File: src/rtl/mux_pkg.sv
// Shared definitions for the 2:1 mux, its downstream deserializer and tester.
package mux_pkg;

    localparam int         DEF_WIDTH = 8;
    localparam logic [7:0] DEF_SYNC  = 8'hA5;

    // Deserializer alignment state
    typedef enum logic {
        ST_HUNT   = 1'b0,
        ST_LOCKED = 1'b1
    } deser_state_e;

endpackage

File: src/rtl/mux_deser_outreg.sv
// One-word holding register for the deserializer: valid/ready handshake and
// sticky overflow when a completed word arrives while the register is still full.
module mux_deser_outreg
    import mux_pkg::*;
#(
    parameter int WIDTH = DEF_WIDTH
) (
    input  logic             clk,
    input  logic             reset,
    input  logic             load,
    input  logic [WIDTH-1:0] load_word,
    input  logic             word_ready,
    output logic [WIDTH-1:0] word_out,
    output logic             word_valid,
    output logic             overflow
);

    logic [WIDTH-1:0] word_q, word_d;
    logic             valid_q, valid_d;
    logic             ovf_q, ovf_d;

    always_comb begin
        word_d  = word_q;
        valid_d = valid_q;
        ovf_d   = ovf_q;
        if (load) begin
            // A ready consumer frees the slot on the same edge the new word lands
            if (!valid_q || word_ready) begin
                word_d  = load_word;
                valid_d = 1'b1;
            end else begin
                ovf_d = 1'b1;
            end
        end else if (valid_q && word_ready) begin
            valid_d = 1'b0;
        end
    end

    always_ff @(posedge clk) begin
        if (reset) begin
            word_q  <= '0;
            valid_q <= 1'b0;
            ovf_q   <= 1'b0;
        end else begin
            word_q  <= word_d;
            valid_q <= valid_d;
            ovf_q   <= ovf_d;
        end
    end

    assign word_out   = word_q;
    assign word_valid = valid_q;
    assign overflow   = ovf_q;

endmodule

File: src/rtl/mux_deser.sv
// Serial-to-parallel deserializer: hunts for SYNC, then packs MSB-first words.
// Define MUX_DESER_PARITY_EN to expect an even-parity bit after every word.
module mux_deser
    import mux_pkg::*;
#(
    parameter int               WIDTH = DEF_WIDTH,
    parameter logic [WIDTH-1:0] SYNC  = WIDTH'(DEF_SYNC)
) (
    input  logic             clk,
    input  logic             reset,
    input  logic             data_in,
    input  logic             data_en,
    input  logic             word_ready,
    output logic [WIDTH-1:0] word_out,
    output logic             word_valid,
    output logic             locked,
    output logic             overflow,
    output logic             parity_err
);

    localparam int            CW       = $clog2(WIDTH + 2);
    localparam logic [CW-1:0] FILL_MAX = CW'(WIDTH);
    localparam logic [CW-1:0] LAST_BIT = CW'(WIDTH - 1);
`ifdef MUX_DESER_PARITY_EN
    localparam logic [CW-1:0] WORD_END = CW'(WIDTH);
`else
    localparam logic [CW-1:0] WORD_END = CW'(WIDTH - 1);
`endif

    deser_state_e     state_q, state_d;
    logic [WIDTH-1:0] sr_q, sr_d;
    logic [CW-1:0]    cnt_q, cnt_d;
    logic [WIDTH-1:0] shifted;
    logic [WIDTH-1:0] word_data;
    logic             word_done;
    logic             perr_d;

`ifdef MUX_DESER_PARITY_EN
    function automatic logic even_parity_ok(input logic [WIDTH-1:0] d, input logic p);
        return ~(^d ^ p);
    endfunction
`endif

    assign shifted = {sr_q[WIDTH-2:0], data_in};

    // cnt_q is the fill counter while hunting and the bit index while locked
    always_comb begin
        state_d   = state_q;
        sr_d      = sr_q;
        cnt_d     = cnt_q;
        word_done = 1'b0;
        word_data = shifted;
        perr_d    = 1'b0;
        if (data_en) begin
            sr_d = shifted;
            case (state_q)
                ST_HUNT: begin
                    if (cnt_q >= LAST_BIT && shifted == SYNC) begin
                        state_d = ST_LOCKED;
                        cnt_d   = '0;
                    end else if (cnt_q != FILL_MAX) begin
                        cnt_d = cnt_q + CW'(1);
                    end
                end
                default: begin
                    if (cnt_q == WORD_END) begin
                        cnt_d = '0;
`ifdef MUX_DESER_PARITY_EN
                        // Data bits already sit in sr_q; this bit is parity
                        word_data = sr_q;
                        if (even_parity_ok(sr_q, data_in)) begin
                            word_done = 1'b1;
                        end else begin
                            perr_d  = 1'b1;
                            state_d = ST_HUNT;
                        end
`else
                        word_done = 1'b1;
`endif
                    end else begin
                        cnt_d = cnt_q + CW'(1);
                    end
                end
            endcase
        end
    end

    always_ff @(posedge clk) begin
        if (reset) begin
            state_q <= ST_HUNT;
            sr_q    <= '0;
            cnt_q   <= '0;
        end else begin
            state_q <= state_d;
            sr_q    <= sr_d;
            cnt_q   <= cnt_d;
        end
    end

`ifdef MUX_DESER_PARITY_EN
    logic perr_q;

    always_ff @(posedge clk) begin
        if (reset) begin
            perr_q <= 1'b0;
        end else begin
            perr_q <= perr_d;
        end
    end

    assign parity_err = perr_q;
`else
    logic unused_sr_msb;
    logic unused_perr;

    assign unused_sr_msb = sr_q[WIDTH-1];
    assign unused_perr   = perr_d;
    assign parity_err    = 1'b0;
`endif

    assign locked = (state_q == ST_LOCKED);

    mux_deser_outreg #(
        .WIDTH(WIDTH)
    ) u_outreg (
        .clk        (clk),
        .reset      (reset),
        .load       (word_done),
        .load_word  (word_data),
        .word_ready (word_ready),
        .word_out   (word_out),
        .word_valid (word_valid),
        .overflow   (overflow)
    );

endmodule

File: config.mk
export PLATFORM = sky130hd
export DESIGN_NAME = mux_deser
export DESIGN_NICKNAME = d
export VERILOG_FILES = /design/src/rtl/mux_pkg.sv /design/src/rtl/mux_deser_outreg.sv /design/src/rtl/mux_deser.sv
export SDC_FILE = /design/constraint.sdc
export NUM_CORES = 1
export LEC_CHECK = 0
export BUFFER_PORTS_ARGS = -buffer_cell sky130_fd_sc_hd__buf_4
export CORE_MARGIN = 5
export CORE_UTILIZATION = 57
export DETAILED_ROUTE_END_ITERATION = 7
export HOLD_SLACK_MARGIN = 0.06
export PLACE_DENSITY = 0.81
export SYNTH_ARGS = -nofsm -noshare
export SYNTH_HDL_FRONTEND = slang
export SYNTH_SLANG_ARGS = --single-unit
File: constraint.sdc
create_clock -name clk -period 3.1 [get_ports clk]
set_clock_uncertainty 0.1 [all_clocks]
set_input_delay 0.31 -clock clk [delete_from_list [all_inputs] [get_ports clk]]
set_output_delay 0.31 -clock clk [all_outputs]
set_load 0.1 [all_outputs]
# Yosys cells after proc, flatten, opt, wreduce, memory -nomap -nowiden
# Cells that the tools add are included.
# totals
ff_bits,22
in_bits,5
out_inout_bits,12
word_cells,35
# classes
n_addsub,1
order_cmp,1
eq_ne,4
mux,12
bitwise,1
n_reduce_logical,10
# ops
op,count
2-to-1 mux 4 bit,4
== test 8 bit (second input constant),1
2-to-1 mux 1 bit,8
AND reduction 2 bit,4
adder 4 x 1 -> 4 bit (second input constant),1
== test 4 x 3 -> 1 bit (second input constant),1
greater-or-equal comparator 4 x 3 -> 1 bit (second input constant),1
!= test 4 bit (second input constant),1
nonzero test 3 bit,1
logical AND 1 bit,2
!= test 2 bit (second input constant),1
nonzero test 2 bit,1
logical NOT 1 bit,1
logical OR 1 bit,1
inverter 1 bit,1

# Depth between registers and ports, before layout
# Gate-level depths: netlist (run 1).
# depth
depth_word,6
depth_mapped,6
mapped_depth_nobuf,6

# Hierarchy
# A second synthesis (run 1) with hierarchy kept.
# hier_totals
cells_unflattened,111
area_unflattened_um2,1107.3
# modules_own_cells
module,instances,cells_each,area_per_inst_um2,seq_area_each_um2
mux_deser,1,69,671.9,240.2
mux_deser_outreg,1,42,435.4,200.2

# Least setup slack after synthesis (run 1)
# Ideal clock, no wire load.
# synth_timing
path_type,register -> register
startpoint,register state_q (netlist: locked)
endpoint,register u_outreg.word_q[0] (netlist: u_outreg.word_out[0])
setup_ns,0.128
arrival_time_ns,1.829
t_required_ns,2.872
slack_ns,1.044
path_stages_with_launch,7
n_path_buf,2
synth_period_minus_slack_ns,2.056
cell_sequence,dfxtp_1 > buf_2 > nand2_1 > nand4b_1 > buf_2 > mux2i_1 > nor2_1
# synth_between
elab_chain_cells,3
# synth_rtl
item,line,text
"start, declared",mux_deser.sv:30,"deser_state_e state_q, state_d;"
"start signal, assigned",mux_deser.sv:94,state_q <= state_d;
2-to-1 mux 1 bit,mux_deser.sv:56,case (state_q)
2-to-1 mux 1 bit,mux_deser.sv:54,if (data_en) begin
AND reduction 2 bit (no source line),n/a,
"end signal, assigned",mux_deser_outreg.sv:45,word_q <= word_d;
"end, declared",mux_deser_outreg.sv:18,"logic [WIDTH-1:0] word_q, word_d;"
# Every way passes these cells.
# A chain may end at the register's enable or synchronous reset.

# Final worst setup path (run 1)
# layout_timing
startpoint,register cnt_q[1]
endpoint,register u_outreg.word_q[0] (netlist: u_outreg.word_out[0])
# layout_between
elab_chain_cells,5
# layout_rtl
item,line,text
"start, declared",mux_deser.sv:32,"logic [CW-1:0] cnt_q, cnt_d;"
"start signal, assigned",mux_deser.sv:96,cnt_q <= cnt_d;
== test 4 x 3 -> 1 bit,mux_deser.sv:66,if (cnt_q == WORD_END) begin
2-to-1 mux 1 bit,mux_deser.sv:66,
2-to-1 mux 1 bit,mux_deser.sv:56,
2-to-1 mux 1 bit,mux_deser.sv:54,
AND reduction 2 bit (no source line),n/a,
# Every way passes these cells.

==> results.json, run 1 <==
{
  "clock-sinks": 22,
  "worst_pin_slew_ps": 552,
  "grt.total_usage": 0.173,
  "cts_root_buf": "clkbuf_4",
  "hpwlAfterDp_um": 1410,
  "gp_congestion": 0.829,
  "cp_max_fo": 8,
  "start_util": 0.588,
  "wl_met1_um": 844,
  "die_y_um": 52.0,
  "r2r_end": "u_outreg.word_out[0]",
  "synth_edf_count": 0,
  "crit_arrival_ps": 1940,
  "cts_tree": "done",
  "grt.overflow.total": 0,
  "die-area_um2": 2700,
  "synth_flop_cell": "dfxtp_1",
  "wl_per_cell_um": 13.9,
  "highest_layer": "met4",
  "rsz0062_at_grt": "no",
  "yosysMostFrequentCell": "dfxtp_1",
  "worstRegToRegCells": 5,
  "cts_resized": 0,
  "peakVddDrop_mv": 0.244,
  "met2_length_um": 959,
  "min_period_over_period": 0.591,
  "avgSynthCellArea_um2": 9.65,
  "min_path_type": "in2reg",
  "synth.distinct_cells": 31,
  "cts_max_level": 1,
  "tns_ps": 0,
  "synth_top_area_share": 0.439,
  "setup_viol": 0,
  "cp.required_ps": 3210,
  "clk_path_buf_depth": 2,
  "num_vias": 793,
  "yosysSeqAreaShare": 0.439,
  "syn_area_um2": 1000,
  "status": "finished clean",
  "viasPerCell": 5.62,
  "ioPinCount": 17,
  "postCtsSetupBuffers": 0,
  "syn-instance-count": 104,
  "synth_top_area_cell": "dfxtp_1",
  "setup.worst_path.start": "cnt_q[1]",
  "grt_pass1_wl_um": 3410,
  "powerDensity_nw_per_um2": 429,
  "fillCellCount": 134,
  "crit_end": "u_outreg.word_out[0]",
  "antenna_found_initial": 0,
  "cp-start-kind": "flip-flop",
  "syn-num-nets": 111,
  "cts_buffers": 3,
  "relSlewSlack": 0.630,
  "drc": 0,
  "slew_viol_final": 0,
  "first_pass_iters": 4,
  "yosys_warnings": 0,
  "die_w_um": 52.0,
  "cts_hold_buf": 0,
  "cts.clk_slew.worst_paths_ps": 120,
  "core_area_um2": 1710,
  "r2r-start": "cnt_q[1]",
  "grt_max_degree": 22,
  "path_class": "reg2reg",
  "clkLatencyLatePin_ps": 310,
  "async_flop_share": 0,
  "ys_top_cells_by_area": "dfxtp_1, mux2i_1, nor2_1, a21oi_1, nand4bb_1",
  "critPathCaptureType": "flip-flop",
  "grt_pass1_vias": 772,
  "hold_violations": 0,
  "drtIter0Drc": 18,
  "area_growth_syn_to_layout_pct": 14.5,
  "synth_seq_cells": 22,
  "cap_violations": 0,
  "route.met3.wl_um": 104,
  "r2r_setup_slack_ps": 1270,
  "total_power_uw": 493,
  "portBuffers": 15,
  "antennaDiodeCount": 0,
  "layout-drive-gt1-share": 0.172,
  "period_minus_slack_ps": 1830,
  "fp-row-count": 15,
  "leakage_uw": 0.000540,
  "routed_wirelength_um": 1960,
  "fmax_mhz": 545,
  "ant_nets": 0,
  "synth_commonest_cells": "dfxtp_1, nor2_1, mux2i_1, a21oi_1",
  "nNetsFinal": 124
}
-- cell families (layout without fill, tap and decap cells) --
group	Yosys count	after routing	synth area share
AO/OA/AOI/OAI	20	20	0.133
flip-flops	22	22	0.439
buffers and inverters	11	23	0.0499
other	1	1	0.00374
multiplexers	16	16	0.160
adder cells (fa/ha/maj)	2	2	0.0249
AND/OR/NAND/NOR	32	32	0.190
-- per-stage QoR --
step / cells / hold slack (ps) / setup slack (ps) / cell area (um2) / utilization
floorplan: 104 / 354 / 1040 / 1000 / -
global placement: 137 / 382 / 1310 / 1110 / 0.651
detailed placement: 137 / 396 / 1260 / 1110 / 0.651
CTS: 141 / 170 / 1250 / 1150 / 0.673
global route: 141 / 175 / 1060 / 1150 / 0.673
finish: 141 / 169 / 1270 / 1150 / 0.673
-- area by class of cell --
class | count | area (um2) | share of cell area
Timing Repair Buffer | 15 | 113 | 0.0980
Tap cell | 25 | 31.3 | 0.0272
Sequential cell | 22 | 440 | 0.383
Inverter | 4 | 15.0 | 0.0131
Multi-Input combinational cell | 71 | 513 | 0.447
Clock buffer | 4 | 36.3 | 0.0316
-- placed cells by master (no fill, tap or decap), types with 3 or more instances in the layout --
cell,n
mux2i_1,16
inv_1,4
nor2_1,17
nand4bb_1,3
clkbuf_4,3
a21oi_1,7
dfxtp_1,22
buf_4,15
-- registers in the layout, summed over array words and instances, names as in the netlist --
register,count
locked,1
u_outreg.word_valid,1
u_outreg.overflow,1
cnt_q,4
u_outreg.word_out,8
sr_q,7
-- how the worst min path moves through the flow --
stage | startpoint | end | slack, ps | depth (start not counted)
floorplan | data_in | u_outreg.word_out[0] | 350 | 2
global placement | u_outreg.word_out[1] | u_outreg.word_out[1] | 380 | 2
detailed placement | u_outreg.word_out[1] | u_outreg.word_out[1] | 400 | 2
CTS | data_in | u_outreg.word_out[0] | 170 | 3
global route | data_in | u_outreg.word_out[0] | 180 | 3
finish | data_in | sr_q[0] | 170 | 3
-- critical path, stage by stage, from the launching register on --
cell and delay (ps):
dfxtp_1 390, ha_1 270, nand2_1 70, nand4b_1 540, mux2i_1 320, nor2_1 60
-- power by group --
part | switching, uW | internal [uW]
Sequential | 6.24 | 288
Clock | 86.3 | 71.8
Combinational | 25.5 | 15.4
-- routing by layer --
metal / GRT usage / vias to the layer above
li1: - / 392
met1: 0.200 / 370
met2: 0.280 / 26
met3: 0.0401 / 5
met4: 0.114 / 0
met5: 0 / -
Power figures use the tool's default switching activity.
==> inputs of run 2 (changes only) <==
--- a/config.mk
+++ b/config.mk
@@ -7,10 +7,10 @@
 export LEC_CHECK = 0
 export BUFFER_PORTS_ARGS = -buffer_cell sky130_fd_sc_hd__buf_4
 export CORE_MARGIN = 5
-export CORE_UTILIZATION = 57
+export CORE_UTILIZATION = 53
 export DETAILED_ROUTE_END_ITERATION = 7
 export HOLD_SLACK_MARGIN = 0.06
-export PLACE_DENSITY = 0.81
+export PLACE_DENSITY = 0.76
 export SYNTH_ARGS = -nofsm -noshare
 export SYNTH_HDL_FRONTEND = slang
 export SYNTH_SLANG_ARGS = --single-unit
==> constraint.sdc (replaced) <==
create_clock -name clk -period 1.74 [get_ports clk]
set_clock_uncertainty 0.1 [all_clocks]
set_input_delay 0.174 -clock clk [delete_from_list [all_inputs] [get_ports clk]]
set_output_delay 0.174 -clock clk [all_outputs]
set_load 0.1 [all_outputs]
==> run 2 against run 1 <==
Non-clock buffer count rose by 2; sequential cell count unchanged; register-to-register slack lost 1100 ps; sequential share of layout area down 0.44 points; highest routed layer unchanged.
==> results.json, run 2 (same netlist as run 1, synthesis figures left out) <==
{
  "hold_path_end": "cnt_q[1]",
  "grt_util_met2": 0.257,
  "fillCellCount": 172,
  "ant_nets": 0,
  "grt_pass1_vias": 757,
  "cp-start-kind": "flip-flop",
  "grt_max_degree": 22,
  "cp.required_ps": 1900,
  "largest_register_ffs": 8,
  "die-area_um2": 2860,
  "path_class": "reg2reg",
  "clk_path_buf_depth": 2,
  "setup_viol": 0,
  "clkLatencyLatePin_ps": 300,
  "drc": 0,
  "die_y_um": 53.5,
  "slew_viol_final": 0,
  "portBuffers": 15,
  "leakage_uw": 0.000549,
  "crit_arrival_ps": 1750,
  "grt.total_usage": 0.155,
  "layout.area.seq_um2": 443,
  "cts.clk_slew.worst_paths_ps": 120,
  "min_period_over_period": 0.914,
  "critPathCaptureType": "flip-flop",
  "cts_tree": "done",
  "rsz0062_at_grt": "no",
  "grt.busiest_layer": "met2",
  "clock-sinks": 22,
  "grt_pass1_wl_um": 3220,
  "ioPinCount": 17,
  "status": "finished clean",
  "dp_slack_ps": 174,
  "cts_buffers": 3,
  "min_path_type": "in2reg",
  "finalWorstSetupSlack_ps": 149,
  "fmax_mhz": 629,
  "cp_max_fo": 6,
  "cts_max_level": 1,
  "start_util": 0.569,
  "hpwlAfterDp_um": 1420,
  "worstRegToRegCells": 5,
  "powerDensity_nw_per_um2": 751,
  "wl_per_cell_um": 13.9,
  "period_minus_slack_ps": 1590,
  "first_pass_iters": 5,
  "r2r_end": "cnt_q[3]",
  "grt.overflow.total": 0,
  "core_area_um2": 1760,
  "cts_resized": 0,
  "cts_root_buf": "clkbuf_4",
  "area_growth_syn_to_layout_pct": 16.5,
  "met1_usage": 0.191,
  "use_met3": 0.0254,
  "antennaDiodeCount": 0,
  "num_vias": 802,
  "cap_violations": 0,
  "hold_violations": 0,
  "peakVddDrop_mv": 0.433,
  "r2r_setup_slack_ps": 150,
  "tns_ps": 0,
  "antenna_found_initial": 0,
  "nNetsFinal": 126,
  "die_w_um": 53.5,
  "hp-start": "reset",
  "layout-drive-gt1-share": 0.195,
  "fp-row-count": 15,
  "routed_wirelength_um": 1980,
  "final_common_cell": "dfxtp_1",
  "viasPerCell": 5.61,
  "setup.worst_path.start": "cnt_q[0]",
  "gp_congestion": 0.813,
  "final_cell_mix": "dfxtp_1, nor2_1, mux2i_1, buf_4, a21oi_1",
  "hold_path_depth": 2,
  "r2r-start": "cnt_q[0]",
  "drtIter0Drc": 10,
  "multi_input_area_um2": 513
}
## run 2: cell types whose count changed in the layout (fill, tap and decap cells not counted)
| cell | change |
|---|---|
| buf_4 | +1 |
| dlygate4sd3_1 | +1 |
| dfxtp_2 | +2 |
| dfxtp_1 | -2 |
## run 2: stage by stage
stage / std cells / hold WS, ps / util / instance area [um2] / power (uW)
after floorplan: 104 / 218 / - / 1010 / 591
after global placement: 138 / 335 / 0.636 / 1120 / 605
after detailed placement: 138 / 346 / 0.636 / 1120 / 608
after CTS: 143 / 78.6 / 0.662 / 1170 / 884
after global routing: 143 / 85.8 / 0.662 / 1170 / 917
final: 143 / 85.8 / 0.662 / 1170 / 878
## run 2: how the worst max path moves through the flow
| stage | endpoint | slack [ps] | cells after the start |
|---|---|---|---|
| after floorplan | u_outreg.word_out[0] | 20 | 6 |
| after global placement | cnt_q[2] | 290 | 5 |
| after detailed placement | cnt_q[2] | 170 | 5 |
| after CTS | cnt_q[3] | 150 | 5 |
| after global routing | cnt_q[2] | 10 | 5 |
| final | cnt_q[3] | 150 | 5 |
## run 2: worst max-delay path, stage by stage (launching register included)
cell	delay, ps
dfxtp_1	350
ha_1	270
a21oi_1	340
nor4_2	90
o211ai_1	230
o211a_1	170
## run 2: repair_timing
item	in CTS	in global routing
setup buffers	0	0
hold endpoints to repair	2	0
hold buffers	1	0
## run 2: area by class of cell
cell class,instances,share of cell area
multi-input combinational,71,0.439
sequential,22,0.379
timing repair buffer,17,0.111
clock buffer,4,0.0310
tap,25,0.0268
inverter,4,0.0128
## run 2: per-layer routing
layer / routed length (um) / share of wire
met5: 0 / 0
met4: 32 / 0.016
met3: 74 / 0.037
met2: 983 / 0.50
met1: 892 / 0.45
## run 2: power breakdown
| group | switching (uW) | total (uW) | internal [uW] | leakage [uW] |
|---|---|---|---|---|
| logic | 46.9 | 75.9 | 28.9 | 0.000349 |
| clock network | 151 | 279 | 128 | 0.0000210 |
| registers | 10.7 | 523 | 512 | 0.000179 |
| total | 209 | 878 | 669 | 0.000549 |
==> inputs of run 3 (changes only) <==
--- a/config.mk
+++ b/config.mk
@@ -7,10 +7,12 @@
 export LEC_CHECK = 0
 export BUFFER_PORTS_ARGS = -buffer_cell sky130_fd_sc_hd__buf_4
 export CORE_MARGIN = 5
-export CORE_UTILIZATION = 53
+export CORE_UTILIZATION = 54
 export DETAILED_ROUTE_END_ITERATION = 7
 export HOLD_SLACK_MARGIN = 0.06
 export PLACE_DENSITY = 0.76
+export SETUP_SLACK_MARGIN = 0.15
 export SYNTH_ARGS = -nofsm -noshare
 export SYNTH_HDL_FRONTEND = slang
+export SYNTH_HIERARCHICAL = 1
 export SYNTH_SLANG_ARGS = --single-unit
==> run 3 against run 2 <==
Critical path depth increased by 1; utilization rose by 1.2 points; setup slack better by 31 ps; first-iteration DRC count rose by 60%; register-to-register slack better by 70 ps; clock power rose by 22%; routed wire length grew 2.2%; critical path type is now in2reg.
==> results.json, run 3 <==
{
  "final_common_cell": "dfxtp_1",
  "async_flop_share": 0,
  "antenna_found_initial": 0,
  "grt_pass1_vias": 750,
  "syn-instance-count": 111,
  "die-area_um2": 3060,
  "critPathCaptureType": "flip-flop",
  "instances_no_fill": 154,
  "hpwlAfterDp_um": 1340,
  "cts_max_level": 1,
  "powerDensity_nw_per_um2": 696,
  "die_y_um": 55.3,
  "tns_ps": 0,
  "dp.cells": 147,
  "yosysSeqAreaShare": 0.398,
  "synth_commonest_cells": "dfxtp_1, nand2b_1, mux2i_1, nor2_1, a21oi_1",
  "cp-start-kind": "input port",
  "cts_tree": "done",
  "synth_top_area_cell": "dfxtp_1",
  "cap_violations": 0,
  "ant_nets": 0,
  "synth.distinct_cells": 29,
  "grt_pass1_wl_um": 3460,
  "cp_max_fo": 5,
  "status": "finished clean",
  "wl_per_cell_um": 13.2,
  "cp_num_buf_inv": 2,
  "fp-row-count": 16,
  "slew_viol_final": 0,
  "viasPerCell": 5.43,
  "utilization": 0.675,
  "synth_flop_cell": "dfxtp_1",
  "core_area_um2": 1960,
  "min_path_type": "in2reg",
  "grt.overflow.total": 0,
  "clock-sinks": 22,
  "leakage_uw": 0.000530,
  "min_period_over_period": 0.897,
  "synth_top_area_share": 0.398,
  "syn_area_um2": 1110,
  "synth_edf_count": 0,
  "timing.hold.ws_ps": 99.2,
  "cp_slowest_stage_delay_ps": 540,
  "hold_violations": 0,
  "crit_arrival_ps": 1660,
  "nNetsFinal": 135,
  "synth_seq_cells": 22,
  "slowest_stage": "dlygate4sd3_1",
  "cts_buffers": 3,
  "die_w_um": 55.3,
  "layout-drive-gt1-share": 0.291,
  "portBuffers": 15,
  "avgSynthCellArea_um2": 9.98,
  "grt_max_degree": 32,
  "drc": 0,
  "first_pass_iters": 4,
  "grt.total_usage": 0.133,
  "fmax_mhz": 641,
  "rsz0062_at_grt": "yes",
  "cp.required_ps": 1840,
  "critical_path.top_delay_family": "buffers and inverters",
  "cts.clk_slew.worst_paths_ps": 130,
  "start_util": 0.564,
  "cp_cell_sequence": "dlygate4sd3_1 -> buf_4 -> and4bb_4 -> a211o_4 -> o2111ai_1 -> a21oi_1",
  "cts_root_buf": "clkbuf_4",
  "gp_congestion": 0.872,
  "final_cell_mix": "dfxtp_1, nand2b_1, buf_4",
  "ioPinCount": 17,
  "peakVddDrop_mv": 0.505,
  "num_vias": 836,
  "clkLatencyLatePin_ps": 310,
  "path_class": "in2reg",
  "clk_path_buf_depth": 2,
  "drtIter0Drc": 16,
  "setup_viol": 0,
  "largest_register_ffs": 8,
  "area_growth_syn_to_layout_pct": 19.5,
  "ys_top_cells_by_area": "dfxtp_1, mux2i_1, nand2b_1, nor2_1, and4bb_4",
  "syn-num-nets": 118,
  "period_minus_slack_ps": 1560,
  "yosys_warnings": 6,
  "antennaDiodeCount": 0,
  "yosysMostFrequentCell": "dfxtp_1",
  "routed_wirelength_um": 2030
}
==> run 3: changes by cell type after synthesis, moves of 2 or more <==
cell       before  now
nand2b_1        1   17
o21ai_1         0    3
o21ai_0         2    0
nand4bb_1       3    0
and4bb_1        2    0
nor2b_1         2    0
nor2_1         17   12
nand2_1         1    3
and4bb_4        0    2
o211ai_1        2    0
nand3b_1        0    2
==> run 3: logic make-up (layout without fill, tap and decap cells) <==
logic type	count (synthesis)	after routing	synth area share
flops	22	22	0.398
buf+inv	11	27	0.0520
mux	16	16	0.146
simple gates	42	42	0.247
fa+ha+maj	2	2	0.0226
other cells	1	1	0.00339
compound gates	17	17	0.131
==> run 3: final timing paths <==
kind | startpoint | to | slack [ps] | depth (start not counted)
min reg2reg | u_outreg/word_out[5] | u_outreg/word_out[5] | 380 | 2
min | reset | sr_q[4] | 100 | 2
max reg2reg | cnt_q[0] | u_outreg/word_out[1] | 220 | 6
max | data_in | cnt_q[1] | 180 | 6
==> run 3: layout make-up <==
class | count | area (um2)
fillers | 175 | 638
well taps | 27 | 33.8
flip-flops and latches | 22 | 448
multi-input cells | 78 | 619
clock buffers | 4 | 47.5
repair buffers | 19 | 160
inverters | 4 | 15.0
==> run 3: timing repair <==
item | in CTS | in global routing
hold buffers | 2 | 0
pin swaps | 0 | 3
gates resized for setup | 4 | 1
gates cloned | 0 | 0
endpoints found under the hold margin | 3 | 0
buffers inserted | 0 | 1
endpoints found under the setup margin | 8 | 11
==> run 3: stage by stage <==
| step | total power [uW] | instance area [um2] | setup slack (ps) |
|---|---|---|---|
| 2_1_floorplan | 573 | 1120 | 184 |
| 3_3_place_gp | 585 | 1240 | 194 |
| 3_5_place_dp | 589 | 1240 | 111 |
| 4_1_cts | 928 | 1310 | 182 |
| 5_1_grt | 951 | 1320 | 126 |
| 6_report | 922 | 1320 | 180 |
==> run 3: per-layer routing <==
layer / routed length [um] / vias to the layer above / GRT usage
met5: 0 / - / 0
li1: - / 415 / -
met1: 972 / 391 / 0.184
met4: 22 / 0 / 0.0382
met3: 110 / 2 / 0.0233
met2: 920 / 28 / 0.211
==> run 3: power breakdown <==
group,internal (uW),switching (uW)
logic,27.6,38.6
registers,509,7.23
clock network,176,164
==> run 3: worst reg2reg max path, delay by kind of cell (launching register included) <==
| family | cells | cell delay [ps] |
|---|---|---|
| buffers and inverters | 1 | 130 |
| DFF | 1 | 380 |
| muxes | 1 | 180 |
| adders and majority gates | 1 | 230 |
| and+or+nand+nor | 3 | 440 |
